## config.mk

```make
export PLATFORM = sky130hd
export DESIGN_NAME = pwm_cmp_bank
export DESIGN_NICKNAME = d
export VERILOG_FILES = /design/src/rtl/pwm_pkg.sv /design/src/rtl/pwm_cmp_cell.sv /design/src/rtl/pwm_cmp_bank.sv
export SDC_FILE = /design/constraint.sdc
export NUM_CORES = 1
export LEC_CHECK = 0
export CELL_PAD_IN_SITES_DETAIL_PLACEMENT = 2
export CELL_PAD_IN_SITES_GLOBAL_PLACEMENT = 2
export CORE_ASPECT_RATIO = 2
export CORE_UTILIZATION = 25
export CTS_BUF_LIST = sky130_fd_sc_hd__clkbuf_8 sky130_fd_sc_hd__clkbuf_16
export CTS_CLUSTER_SIZE = 8
export DETAILED_ROUTE_END_ITERATION = 6
export PLACE_DENSITY = 0.56
export SLEW_MARGIN = 0
export SYNTH_ARGS = -nofsm -noshare
export SYNTH_HDL_FRONTEND = slang
export SYNTH_HIERARCHICAL = 1
export SYNTH_SLANG_ARGS = --single-unit
```

## constraint.sdc

```tcl
create_clock -name clk -period 2 [get_ports clk]
set_input_delay 0.6 -clock clk [delete_from_list [all_inputs] [get_ports clk]]
set_output_delay 0.6 -clock clk [all_outputs]
set_load 0.02 [all_outputs]
```

## src/rtl/pwm_pkg.sv

```systemverilog
// Shared defaults and output-mode encoding for the PWM compare bank.
package pwm_pkg;

   localparam int N_DEF  = 7;
   localparam int CH_DEF = 4;

   typedef enum logic {
      MODE_LEVEL  = 1'b0,
      MODE_TOGGLE = 1'b1
   } pwm_mode_e;

endpackage

```

## src/rtl/pwm_cmp_cell.sv

```systemverilog
// One compare channel: shadow/active duty, match pulse and PWM output.
module pwm_cmp_cell
   import pwm_pkg::*;
#(
   parameter int N = N_DEF
) (
   input  logic         clk_i,
   input  logic         rst_i,
   input  logic         en_i,
   input  logic         load_i,
   input  pwm_mode_e    mode_i,
   input  logic [N-1:0] cnt_i,
   input  logic         wr_i,
   input  logic [N-1:0] wr_duty_i,
   output logic         match_o,
   output logic         pwm_o
);

   logic [N-1:0] sh_q, sh_d;
   logic [N-1:0] act_q, act_d;
   logic         match_q, match_d;
   logic         pwm_q, pwm_d;
   logic         hit;

   assign hit = (cnt_i == act_q);

   always_comb begin
      sh_d    = wr_i ? wr_duty_i : sh_q;
      act_d   = act_q;
      match_d = 1'b0;
      pwm_d   = pwm_q;
      if (en_i) begin
         match_d = hit;
         unique case (mode_i)
            MODE_LEVEL:  pwm_d = (cnt_i < act_q);
            MODE_TOGGLE: pwm_d = pwm_q ^ hit;
         endcase
         // a write landing on the load edge goes straight to active
         if (load_i) act_d = sh_d;
      end
   end

   always_ff @(posedge clk_i or posedge rst_i) begin
      if (rst_i) begin
         sh_q    <= '0;
         act_q   <= '0;
         match_q <= 1'b0;
         pwm_q   <= 1'b0;
      end else begin
         sh_q    <= sh_d;
         act_q   <= act_d;
         match_q <= match_d;
         pwm_q   <= pwm_d;
      end
   end

   assign match_o = match_q;
   assign pwm_o   = pwm_q;

endmodule

```

## src/rtl/pwm_cmp_bank.sv

```systemverilog
// Shared period counter, wrap pulse, mode latch and duty-write decode.
module pwm_cmp_bank
   import pwm_pkg::*;
#(
   parameter  int N  = N_DEF,
   parameter  int CH = CH_DEF,
   localparam int WW = (CH > 1) ? $clog2(CH) : 1
) (
   input  logic          clk,
   input  logic          rst,
   input  logic          en,
   input  logic          mode,
   input  logic [N-1:0]  period,
   input  logic          wr_en,
   input  logic [WW-1:0] wr_ch,
   input  logic [N-1:0]  wr_duty,
   output logic [N-1:0]  cnt,
   output logic          wrap,
   output logic [CH-1:0] match,
   output logic [CH-1:0] pwm_out
);

   logic [N-1:0]  cnt_q, cnt_d;
   pwm_mode_e     mode_q, mode_d;
   logic          wrap_q;
   logic          at_end;
   logic          load;
   logic [CH-1:0] wr_hit;

   assign at_end = (cnt_q == period);
   assign load   = en & at_end;

   always_comb begin
      cnt_d  = cnt_q;
      mode_d = mode_q;
      if (en) begin
         // >= also recovers when period drops below the running count
         cnt_d = (cnt_q >= period) ? '0 : cnt_q + 1'b1;
         if (at_end) mode_d = pwm_mode_e'(mode);
      end
   end

   always_comb begin
      wr_hit = '0;
      for (int i = 0; i < CH; i++) begin
         if (wr_en && (wr_ch == WW'(i))) wr_hit[i] = 1'b1;
      end
   end

   always_ff @(posedge clk or posedge rst) begin
      if (rst) begin
         cnt_q  <= '0;
         mode_q <= MODE_LEVEL;
         wrap_q <= 1'b0;
      end else begin
         cnt_q  <= cnt_d;
         mode_q <= mode_d;
         wrap_q <= load;
      end
   end

   for (genvar g = 0; g < CH; g++) begin : g_cell
      pwm_cmp_cell #(
         .N(N)
      ) u_cell (
         .clk_i     (clk),
         .rst_i     (rst),
         .en_i      (en),
         .load_i    (load),
         .mode_i    (mode_q),
         .cnt_i     (cnt_q),
         .wr_i      (wr_hit[g]),
         .wr_duty_i (wr_duty),
         .match_o   (match[g]),
         .pwm_o     (pwm_out[g])
      );
   end

   assign cnt  = cnt_q;
   assign wrap = wrap_q;

endmodule

```

# After elaboration in Yosys (flattened, before gate mapping)
# Index checks and enable logic that the tools add are counted.
# classes
addsub,1
multipliers,0
div_mod_pow,0
order_cmp,5
n_eq_ne,8
shift,0
n_mux,17
bitwise_logic,6
reduce_logical,7
# op_table
cell,n
7-bit == test,5
7-bit 2-to-1 mux,5
7-bit less-than comparator,4
1-bit 2-to-1 mux,8
1-bit one-hot mux with 2 select lines,4
"7-bit by 1-bit adder with 7-bit output, second input constant",1
7-bit greater-or-equal comparator,1
"2-bit == test, second input constant",2
1-bit logical AND,4
2-bit AND reduction,2
1-bit XOR,4
"2-bit by 1-bit == test with 1-bit output, second input constant",1
2-bit zero test,1
1-bit bitwise AND,1
1-bit NOT,1
# totals
register_bits,73
latch_bits,0
mem_bits_rw,0
romBits,0
input_bits,21
word_cells,63
mem_count,0

# Longest topological paths before layout
# depth
ltp_word,4
ltp_mapped,8
ltp_nobuf,7

# By module
# Netlist, hierarchy kept.
# by_module_without_submodules
module,instances,cells_per_inst,area_each_um2,seq_area_each_um2
pwm_cmp_cell,4,68,794.5,400.4
pwm_cmp_bank,1,66,615.6,225.2

# Worst setup path before layout
# OpenSTA, ideal clock, no wires.
# synth_timing
path_type,input port to flip-flop
startpoint,in period[6]
endpoint,reg g_cell[0].u_cell.act_q[0]
arrival_time_ps,1814
required_time_ps,1875
path_slack_ps,61
stages,6
path_buffers,0
path_cell_list,inv_1 ha_1 and3_1 and3_1 and2_1 mux2_4
# synth_between
elab_chain_cells,3
# synth_lines
element,line,rtl
from (decl),pwm_cmp_bank.sv:13,"input logic [N-1:0] period,"
7-bit == test,pwm_cmp_bank.sv:30,assign at_end = (cnt_q == period);
1-bit bitwise AND,pwm_cmp_bank.sv:31,assign load = en & at_end;
named net load,pwm_cmp_bank.sv:27,logic load;
2-bit AND reduction (no source line),-,
to (signal assigned),pwm_cmp_cell.sv:51,act_q <= act_d;
to (decl),pwm_cmp_cell.sv:20,"logic [N-1:0] act_q, act_d;"
# The timed path passes the listed nets, and every way through them passes these cells.
# A chain may end at the register's enable or synchronous reset.

# Worst setup path after layout
# layout_timing
startpoint,in wr_en
endpoint,reg g_cell[0].u_cell.act_q[0]
# layout_between
elab_chain_cells,3
# layout_lines
element,line,rtl
from (decl),pwm_cmp_bank.sv:14,"input logic wr_en,"
1-bit logical AND,pwm_cmp_bank.sv:46,if (wr_en && (wr_ch == WW'(i))) wr_hit[i] = 1'b1;
1-bit 2-to-1 mux,pwm_cmp_bank.sv:46,
named net wr_hit[0],pwm_cmp_bank.sv:28,logic [CH-1:0] wr_hit;
7-bit 2-to-1 mux,pwm_cmp_cell.sv:28,sh_d = wr_i ? wr_duty_i : sh_q;
named net g_cell[0].u_cell.sh_d[0],pwm_cmp_cell.sv:19,"logic [N-1:0] sh_q, sh_d;"
# The timed path passes the listed nets, and every way through them passes these cells.

==> summary.txt <==
Floorplan
  – Die height: 176 um
  – Die ar.: approximately 16000 sq um
  – Initial Utilization: 25.6%
  – Num rows: 63
  – Core Box Area: 14800 sq um
  – Num ports: 37
  – Chip Width: 89.1 um

Final layout
  – Layout overhead on the synthesized area: 31.4%
  – Area used by multi-input combinational logic: 1760 sq um
  – Fin nets: 472
  – Ratio of cells with drive above 1 in the final layout: 24.3%
  – Antenna cells: 0
  – Fill cells: 1654
  – Util after Layout: about 34%
  – Reg area: 1830 sq um

CTS
  – Num CTS Buffers: 9
  – Clk root buf: clkbuf_16
  – Clk_lat worst skew: 0.33 ns
  – Clk sinks: 73
  – Clk pin slew, worst setup/hold paths: around 0.060 ns
  – Deepest clock path buffer count: 2
  – H-tree depth: 3
  – CTS tree: yes

Synthesis
  – Syn_area_per_cell: 11.2 sq um
  – Synthesized area: 3790 sq um
  – EDFF count, synth: 0
  – Yosys reg bits: 73
  – Synth top area cells: dfrtp_1, ha_1, mux2_2
  – Mapped Cells: roughly 340
  – Syn nets: 395
  – Synth warn: 6
  – Number of distinct library cells after synthesis: 37
  – Top FF cell, synth: dfrtp_1
  – Register area share after synthesis: between 40% and 50%
  – Synth async-reset ratio: 100%
  – Post-synth top area cell: dfrtp_1
  – Top cell type's share of synthesized area: 48.2%

Worst setup path
  – CP Launch Type: input port
  – Most used cell along the critical path: mux2_4
  – CP endpoint: g_cell[0].u_cell/act_q[0]
  – CP Cell Sequence: clkdlybuf4s50_1, nor3b_1, buf_4, mux2_4, mux2_4
  – CP Capture Type: flop
  – Path type of the worst setup path: in2reg
  – Buffers & Inverters on Critical Path: 2
  – Slowest cell on the critical path: clkdlybuf4s50_1
  – CP startpoint: wr_en
  – Worst-path maximum fanout: 7
  – FF-to-FF Start: cnt[3]
  – CP required: roughly 2.2 ns
  – Levels on crit path: 5
  – Reg2reg path depth: 7
  – Worst r2r dst: g_cell[2].u_cell/pwm_o
  – Top delay family on crit path: buffers and inverters
  – Max stage delay on crit path: 0.51 ns
  – Worst reg2reg setup slack: approximately 0.1 ns
  – Worst Path Arrival: 2.15 ns

STA
  – Least-Margin Pin Slew: around 0.63 ns
  – Slew headroom: 58.3%
  – Post-layout min period: 1.93 ns
  – Max Fclk: slightly above 500 MHz
  – Clock skew: 0.00840 ns
  – Fin. Hold Viols: 0
  – Fin Setup TNS: 0 ns
  – Period utilisation layout: 96.7%
  – Final setup vio count: 0
  – Hold_ws: a little under 0.5 ns
  – Pins Over Slew Limit: 0
  – RSZ-0062 raised after global routing: false

Pwr
  – Int Pwr: 3.97 mW
  – Sw Share: 33.6%
  – Leak pwr: ~2.5 nW
  – Comb pwr share: between 30% and 40%
  – Worst IR Drop VDD: about 0.37 mV
  – Clk pwr share: 27.6%
  – Seq pwr share: 35.8%
  – Pwr/cell area: approximately 1200 nW/um^2
  – Net switching power: 2.01 mW

Global routing
  – Global route overflow: 0
  – First-pass GRT wire length: between 15 and 20 mm
  – Vias in the first global route: 3280
  – GRT Util Overall: 15.5%
  – Largest net degree at the start of global routing: 17
  – Initial antenna violation count: 0

Detailed routing
  – Drt initial violations: 53
  – Final WL: ~11 mm
  – Via count: 2812
  – WL/cell: 17.9 um
  – DRC Markers: 0
  – ANT nets after route: 0
  – Vias per cell: 4.57
  – First-pass DRT Iterations: 4

Run
  – Maximum capacitance violations: 0

Placement
  – IO Port Bufs: 36
  – Routability cong.: 0.714
  – Detailed-placement wirelength estimate: a little under 9 mm

Status
  – Status: completed

Worst hold path
  – Hold WC Path Type: reg2reg
final cells by class:
type / instances / share of cell area [%]
clock inverters: 4 / 0.854
repair buffers: 75 / 13.5
inverters: 47 / 3.54
clock buffers: 12 / 5.35
flip-flops and latches: 73 / 36.7
multi-input cells: 209 / 35.2
well taps: 195 / 4.90
cell families (layout without fill, tap and decap cells):
family	after synthesis	after routing	synth area share, %
and+or+nand+nor	66	66	9.30
AOI/OAI and AO/OA	69	69	12.3
xor gates and xnor gates	4	4	0.924
adders and majority gates	36	36	11.9
buffers and inverters	56	138	6.56
DFF	73	73	48.2
muxes	34	34	10.9
metal layers:
metal	vias to the layer above	global-route usage [%]	share of wire, %
li1	1317	-	-
met1	1458	15.9	37
met2	30	30.5	60
met3	7	2.34	1.8
met4	0	5.16	1.3
met5	-	0	0
per-stage QoR:
step                power, mW  setup slack, ns  cell area (sq um)  cells
CTS                      6.13           0.0211               4980    615
global placement         4.27           -0.600               4600    597
global route             6.45          0.00676               4980    615
floorplan                3.41           0.0610               3790    338
detailed placement       4.39           -0.650               4600    597
finish                   5.98           0.0652               4980    615
flip-flops by register name (all words and copies together) (netlist names):
name and flops:
g_cell.u_cell/sh_q 28, cnt 7, g_cell.u_cell/pwm_o 4, g_cell.u_cell/act_q 28, g_cell.u_cell/match_o 4, wrap 1, mode_q 1
worst register-to-register path: stages (launching register included):
cell      delay, ns
dfrtp_1        0.45
buf_4          0.19
buf_4          0.14
ha_1           0.32
nand4_1        0.16
o21ai_1        0.14
a21boi_0       0.12
a211o_1        0.27
cell usage in the layout, fill, tap and decap left out, types with 5 or more instances in the layout:
cell type / synthesis / routed
nand2_1: 29 / 28
ha_1: 36 / 36
a21o_1: 10 / 10
o211ai_1: 5 / 5
a21oi_1: 8 / 8
nand4_1: 6 / 6
inv_1: 47 / 49
mux2_2: 24 / 24
mux2_4: 8 / 8
buf_4: 1 / 36
clkbuf_16: 0 / 9
o21ai_1: 4 / 7
nand3_1: 5 / 5
clkdlybuf4s50_1: 0 / 23
o21ai_0: 24 / 21
dfrtp_1: 73 / 73
dlygate4sd2_1: 0 / 12
power by group through the flow:
stage	logic (mW)	registers, mW	clock network, mW
detailed placement	2.21	2.18	0
global route	2.49	2.19	1.77
global placement	2.11	2.16	0
finish	2.19	2.14	1.65
floorplan	1.18	2.23	0
CTS	2.26	2.16	1.71
what timing repair did:
action | CTS | global route
pin swaps | 4 | 0
gates resized for setup | 28 | 1
buffers inserted | 1 | 0
hold buffers | 0 | 0
setup endpoints to repair | 41 | 1
gates cloned | 1 | 0
cell usage after synthesis (5+ instances only):
| cell type | instances |
|---|---|
| nand2_1 | 29 |
| o211ai_1 | 5 |
| mux2_4 | 8 |
| nand4_1 | 6 |
| a21oi_1 | 8 |
| inv_1 | 47 |
| a21o_1 | 10 |
| ha_1 | 36 |
| dfrtp_1 | 73 |
| nand3_1 | 5 |
| o21ai_0 | 24 |
| mux2_2 | 24 |
how the worst min path moves through the flow:
stage | slack, ns | from | cells after the start | end
global route | 0.51 | g_cell[3].u_cell/sh_q[6] | 1 | g_cell[3].u_cell/sh_q[6]
finish | 0.50 | g_cell[0].u_cell/sh_q[6] | 1 | g_cell[0].u_cell/sh_q[6]
CTS | 0.50 | g_cell[0].u_cell/sh_q[6] | 1 | g_cell[0].u_cell/sh_q[6]
floorplan | 0.43 | rst | 1 | cnt[0]
detailed placement | 0.49 | g_cell[1].u_cell/sh_q[0] | 1 | g_cell[1].u_cell/sh_q[0]
global placement | 0.48 | g_cell[1].u_cell/sh_q[0] | 1 | g_cell[1].u_cell/sh_q[0]
Power figures use the tool's default switching activity.
